$ cat src/rtl/mux_rr_pipe.sv
// mux_rr_pipe: N-to-1 data multiplexer with one registered output stage.
// The channel that may transfer (the candidate) comes from a fixed select
// index or from a round-robin search.
//
// Ports
//   clk        rising-edge clock for all state
//   rst        synchronous active-high reset
//   in_data    CHANNELS*WIDTH packed input data; channel i at [i*WIDTH +: WIDTH]
//   in_valid   per-channel valid
//   in_ready   per-channel ready (combinational)
//   mode       0 = fixed select by sel, 1 = round-robin
//   sel        channel index used in fixed mode
//   out_data   registered selected data
//   out_chan   registered index of the channel out_data came from
//   out_valid  registered output valid
//   out_ready  downstream ready
module mux_rr_pipe #(
    parameter int WIDTH    = 8,
    parameter int CHANNELS = 4,
    localparam int SELW    = $clog2(CHANNELS)
) (
    input  logic                      clk,
    input  logic                      rst,
    input  logic [CHANNELS*WIDTH-1:0] in_data,
    input  logic [CHANNELS-1:0]       in_valid,
    output logic [CHANNELS-1:0]       in_ready,
    input  logic                      mode,
    input  logic [SELW-1:0]           sel,
    output logic [WIDTH-1:0]          out_data,
    output logic [SELW-1:0]           out_chan,
    output logic                      out_valid,
    input  logic                      out_ready
);

    // One extra bit so CHANNELS itself is representable (e.g. 16 in 5 bits).
    localparam logic [SELW:0]   CH_L   = (SELW+1)'(CHANNELS);
    localparam logic [SELW-1:0] LAST_L = SELW'(CHANNELS - 1);

    logic [WIDTH-1:0] out_data_r;
    logic [SELW-1:0]  out_chan_r;
    logic             out_valid_r;
    logic [SELW-1:0]  ptr_r;

    logic             accept_s;
    logic             rr_found_s;
    logic [SELW-1:0]  rr_idx_s;
    logic [SELW:0]    rr_probe_s;
    logic             rr_hit_s;
    logic             cand_found_s;
    logic [SELW-1:0]  cand_idx_s;
    logic [WIDTH-1:0] cand_data_s;
    logic             xfer_s;
    logic [SELW-1:0]  ptr_next_s;

    // The stage can take a word when it is empty or being drained this cycle.
    // During reset the stage is treated as accepting so in_ready stays
    // meaningful; whatever transfers in that cycle is dropped by the reset.
    assign accept_s = rst | ~out_valid_r | out_ready;

    // Round-robin search: first valid channel at ptr, ptr+1, ... modulo CHANNELS.
    // ptr_r is always below CHANNELS, so a single conditional subtract wraps.
    always_comb begin
        rr_found_s = 1'b0;
        rr_idx_s   = {SELW{1'b0}};
        rr_probe_s = {(SELW+1){1'b0}};
        rr_hit_s   = 1'b0;
        for (int k = 0; k < CHANNELS; k++) begin
            rr_probe_s = {1'b0, ptr_r} + k[SELW:0];
            rr_probe_s = (rr_probe_s >= CH_L) ? (rr_probe_s - CH_L) : rr_probe_s;
            rr_hit_s   = ~rr_found_s & in_valid[rr_probe_s[SELW-1:0]];
            rr_idx_s   = rr_hit_s ? rr_probe_s[SELW-1:0] : rr_idx_s;
            rr_found_s = rr_found_s | rr_hit_s;
        end
    end

    // Candidate selection. An out-of-range sel in fixed mode yields no
    // candidate, so nothing is granted and nothing transfers.
    always_comb begin
        cand_found_s = 1'b0;
        cand_idx_s   = {SELW{1'b0}};
        if (mode) begin
            cand_found_s = rr_found_s;
            cand_idx_s   = rr_idx_s;
        end else begin
            cand_found_s = ({1'b0, sel} < CH_L);
            cand_idx_s   = sel;
        end
    end

    // Grant only the candidate; in fixed mode this is independent of in_valid.
    always_comb begin
        in_ready = {CHANNELS{1'b0}};
        for (int i = 0; i < CHANNELS; i++) begin
            in_ready[i] = accept_s & cand_found_s & (cand_idx_s == i[SELW-1:0]);
        end
    end

    // Data mux gated by index match so only the candidate's data can be selected.
    always_comb begin
        cand_data_s = {WIDTH{1'b0}};
        for (int i = 0; i < CHANNELS; i++) begin
            cand_data_s = (cand_idx_s == i[SELW-1:0]) ? in_data[i*WIDTH +: WIDTH] : cand_data_s;
        end
    end

    assign xfer_s     = accept_s & cand_found_s & in_valid[cand_idx_s];
    assign ptr_next_s = (cand_idx_s == LAST_L) ? {SELW{1'b0}} : (cand_idx_s + {{(SELW-1){1'b0}}, 1'b1});

    // Output stage: load on transfer, clear valid on a bare drain, else hold.
    always_ff @(posedge clk) begin
        if (rst) begin
            out_valid_r <= 1'b0;
            out_data_r  <= {WIDTH{1'b0}};
            out_chan_r  <= {SELW{1'b0}};
        end else if (xfer_s) begin
            out_valid_r <= 1'b1;
            out_data_r  <= cand_data_s;
            out_chan_r  <= cand_idx_s;
        end else if (out_ready) begin
            out_valid_r <= 1'b0;
        end else begin
            out_valid_r <= out_valid_r;
        end
    end

    // Round-robin pointer advances past the granted channel; frozen in fixed mode.
    always_ff @(posedge clk) begin
        if (rst) begin
            ptr_r <= {SELW{1'b0}};
        end else if (xfer_s && mode) begin
            ptr_r <= ptr_next_s;
        end else begin
            ptr_r <= ptr_r;
        end
    end

    assign out_data  = out_data_r;
    assign out_chan  = out_chan_r;
    assign out_valid = out_valid_r;

endmodule
$ cat config.mk
export PLATFORM = sky130hd
export DESIGN_NAME = mux_rr_pipe
export DESIGN_NICKNAME = d
export VERILOG_FILES = /design/src/rtl/mux_rr_pipe.sv
export SDC_FILE = /design/constraint.sdc
export NUM_CORES = 1
export LEC_CHECK = 0
export ABC_AREA = 0
export CAP_MARGIN = 20
export CORE_MARGIN = 10
export CORE_UTILIZATION = 33
export DETAILED_ROUTE_END_ITERATION = 7
export MAX_ROUTING_LAYER = met4
export PLACE_DENSITY = 0.76
export SYNTH_ARGS = -nofsm -noshare
export SYNTH_HDL_FRONTEND = slang
export SYNTH_SLANG_ARGS = --single-unit
$ cat constraint.sdc
create_clock -name clk -period 2.6 [get_ports clk]
set_input_delay 0.26 -clock clk [delete_from_list [all_inputs] [get_ports clk]]
set_output_delay 0.26 -clock clk [all_outputs]
set_load 0.05 [all_outputs]
==> metrics.md <==
| Metric | Value |
|---|---|
| Total Power | `873 uW` |
| Total clock buffers created by CTS | `3` |
| Critical Path Sink Type | `output port` |
| Reg2reg setup slack | `480 ps` |
| Fill cell count | `253` |
| Crit share post-route | `0.934` |
| Max Root-Sink Buffers | `2` |
| Die Width | `73.3 um` |
| Slew @ Worst Pin | `528 ps` |
| Pin count of the biggest net entering global routing | `22` |
| Final Hold Fails | `0` |
| I/O pin count | `57` |
| Reg-to-reg critical path endpoint | `out_data[4]` |
| Post-CTS Setup Inserts | `0` |
| DRC Markers | `0` |
| Fmax | `412 MHz` |
| Fin Clk Skew | `5.09 ps` |
| Critical Path Start Type | `input pin` |
| Clock-pin slew on the worst setup and hold paths | `80 ps` |
| Setup Viol. Count Final | `0` |
| Unrepaired setup endpoints after global routing | `false` |
| Number of diodes | `0` |
| CP Data Required Time | `2340 ps` |
| Worst VDD drop | `0.000365 V` |
| Sequential area share after synthesis | `0.278` |
| Worst-skew pair later-pin latency | `270 ps` |
| Fin Setup TNS | `0 ps` |
| Maxcap violations | `0` |
| Hold Crit Start | `out_chan[0]` |
| Worst Hold Depth | `2` |
| Syn Nets | `165` |
| Pwr Density | `527 nW/um2` |
| Worst Path Max Fanout | `6` |
| Die Area | `5370 um2` |
| Pre-Repair DR Iteration Count | `4` |
| CTS tree | `done` |
| Mapped Area | `936 um2` |
| Synth cell types | `30` |
| Sink Count | `13` |
| CP Class | `input pin to output port` |
| Post-synth top area share | `0.278` |
| DR iter-0 viols | `73` |
| First-pass GRT wire length | `5.63 mm` |
| Post-route ant nets | `0` |
| Worst relative slew slack | `0.647` |
| Most common cell after layout, fill and taps aside | `clkdlybuf4s50_1` |
| Mapped Cells | `122` |
| Synth-to-layout area growth | `77.0%` |
| NumNets Final | `226` |
| Vias in the first global route | `1231` |
| Total congestion overflow | `0` |
| Buffers added on ports | `56` |
| H-tree depth | `1` |
| Status | `completed` |
| Fin crit period | `2430 ps` |
| Max-slew violations | `0` |
| Static leakage | `0.613 nW` |
| RePlAce Congestion | `0.916` |
| Die height | `73.3 um` |
| Vias per inst | `5.45` |
| Biggest area consumer among synthesized cells | `dfxtp_1` |
| GR Util All Layers | `0.131` |
| FF-to-FF Start | `ptr_r[1]` |
| Initial antenna violation count | `0` |
| Core area | `2730 um2` |
| Via count | `1161` |
| Hold WC Path Type | `register to register` |
| Critical path arrival | `2170 ps` |
| Total length of routed wires | `3.44 mm` |
| Syn Area/Cell | `7.67 um2` |
| Worst Hold End | `out_chan[0]` |
| Register-to-Register Path Depth | `10` |
| Initial Util | `0.342` |
| Site Rows | `19` |
| Seq cells post-synth | `13` |
| WL/cell | `16.2 um` |
| Layout cells sized above 1 | `0.121` |
| Min Hold Slack | `457 ps` |
| DPL Wire Length | `2.78 mm` |
| Commonest non-fill, non-tap cells in the layout | `52 x clkdlybuf4s50_1, 20 x nand2_1, 13 x dfxtp_1, 12 x nor2_1, 11 x nor2b_1` |
| CTS Root Cell | `clkbuf_4` |
| Yosys warning count | `0` |
| Area contributors post-synth | `dfxtp_1 28%, a311oi_1 9.4%, o221ai_1 9.4%` |
==> per-stage QoR <==
stage / instance area (um2) / utilization / setup WS [ps] / instances
2_1_floorplan: 942 / - / -10.5 / 122
5_1_grt: 1660 / 0.606 / 14.0 / 213
4_1_cts: 1650 / 0.604 / 49.0 / 213
3_3_place_gp: 1630 / 0.595 / 95.0 / 209
3_5_place_dp: 1630 / 0.595 / 4.33 / 209
6_report: 1660 / 0.606 / 173 / 213
==> cell families after synthesis <==
kind of cell | Yosys count | share of synthesized area
compound gates | 41 | 0.357
fa+ha+maj | 1 | 0.0134
buf+inv | 12 | 0.0575
flops | 13 | 0.278
mux | 2 | 0.0214
simple gates | 53 | 0.273
==> how the worst max path moves through the flow <==
stage / startpoint / endpoint / slack [ps] / cells after the start
2_1_floorplan: ptr_r[1] / in_ready[1] / -10 / 9
3_3_place_gp: in_valid[1] / out_data[3] / 100 / 12
3_5_place_dp: in_valid[1] / out_data[3] / 4 / 12
4_1_cts: in_valid[1] / in_ready[3] / 50 / 8
5_1_grt: in_valid[1] / out_data[3] / 10 / 12
6_report: in_valid[1] / in_ready[1] / 170 / 9
==> registers in the layout, summed over array words and instances (netlist names) <==
register   count
out_chan       2
out_data       8
out_valid      1
ptr_r          2
==> per-layer routing <==
metal,global-route usage,wire length (um),up-vias
met5,-,0,-
met4,0.0570,55,0
met3,0.0215,190,4
met2,0.231,1840,35
met1,0.140,1360,534
li1,-,-,588
==> power by group <==
group,switching (mW),internal (mW)
clock network,0.0640,0.0594
registers,0.0189,0.229
logic,0.278,0.224
total,0.360,0.512
==> worst max-delay path: stages <==
cell and delay (ps):
clkdlybuf4s50_1 560, a21boi_1 190, o221ai_1 150, a41oi_2 280, nand2_1 110, inv_1 80, ha_1 190, and3b_2 220
buf_12 140
==> final cells by class <==
class | instances | area, um2 | area share
multi-input cells | 97 | 639 | 0.386
well taps | 31 | 38.8 | 0.0234
flip-flops and latches | 13 | 260 | 0.157
clock buffers | 4 | 26.3 | 0.0159
inverters | 3 | 11.3 | 0.00680
repair buffers | 65 | 681 | 0.411
==> cell usage after synthesis <==
library cell / instances
o32ai_2: 1
nor2_1: 12
nor2b_1: 11
a21oi_1: 5
nand2_1: 20
a311oi_1: 10
a21boi_1: 1
nand3b_1: 1
nand4b_1: 1
buf_4: 1
a41oi_2: 1
o21ai_1: 1
ha_1: 1
or3_1: 1
dfxtp_1: 13
inv_1: 3
and3b_1: 1
buf_2: 4
o21ai_0: 1
o21bai_1: 1
o221ai_1: 10
clkbuf_1: 4
nor3_1: 2
a31oi_1: 1
o32a_1: 1
and2_1: 1
o211ai_1: 8
mux2i_1: 2
nor4_1: 1
nand2b_1: 2
==> repair_timing <==
item,in CTS,in global routing
endpoints found under the setup margin,0,3
gates resized for setup,0,1
hold buffers,0,0
endpoints found under the hold margin,0,0
Power figures use the tool's default switching activity.
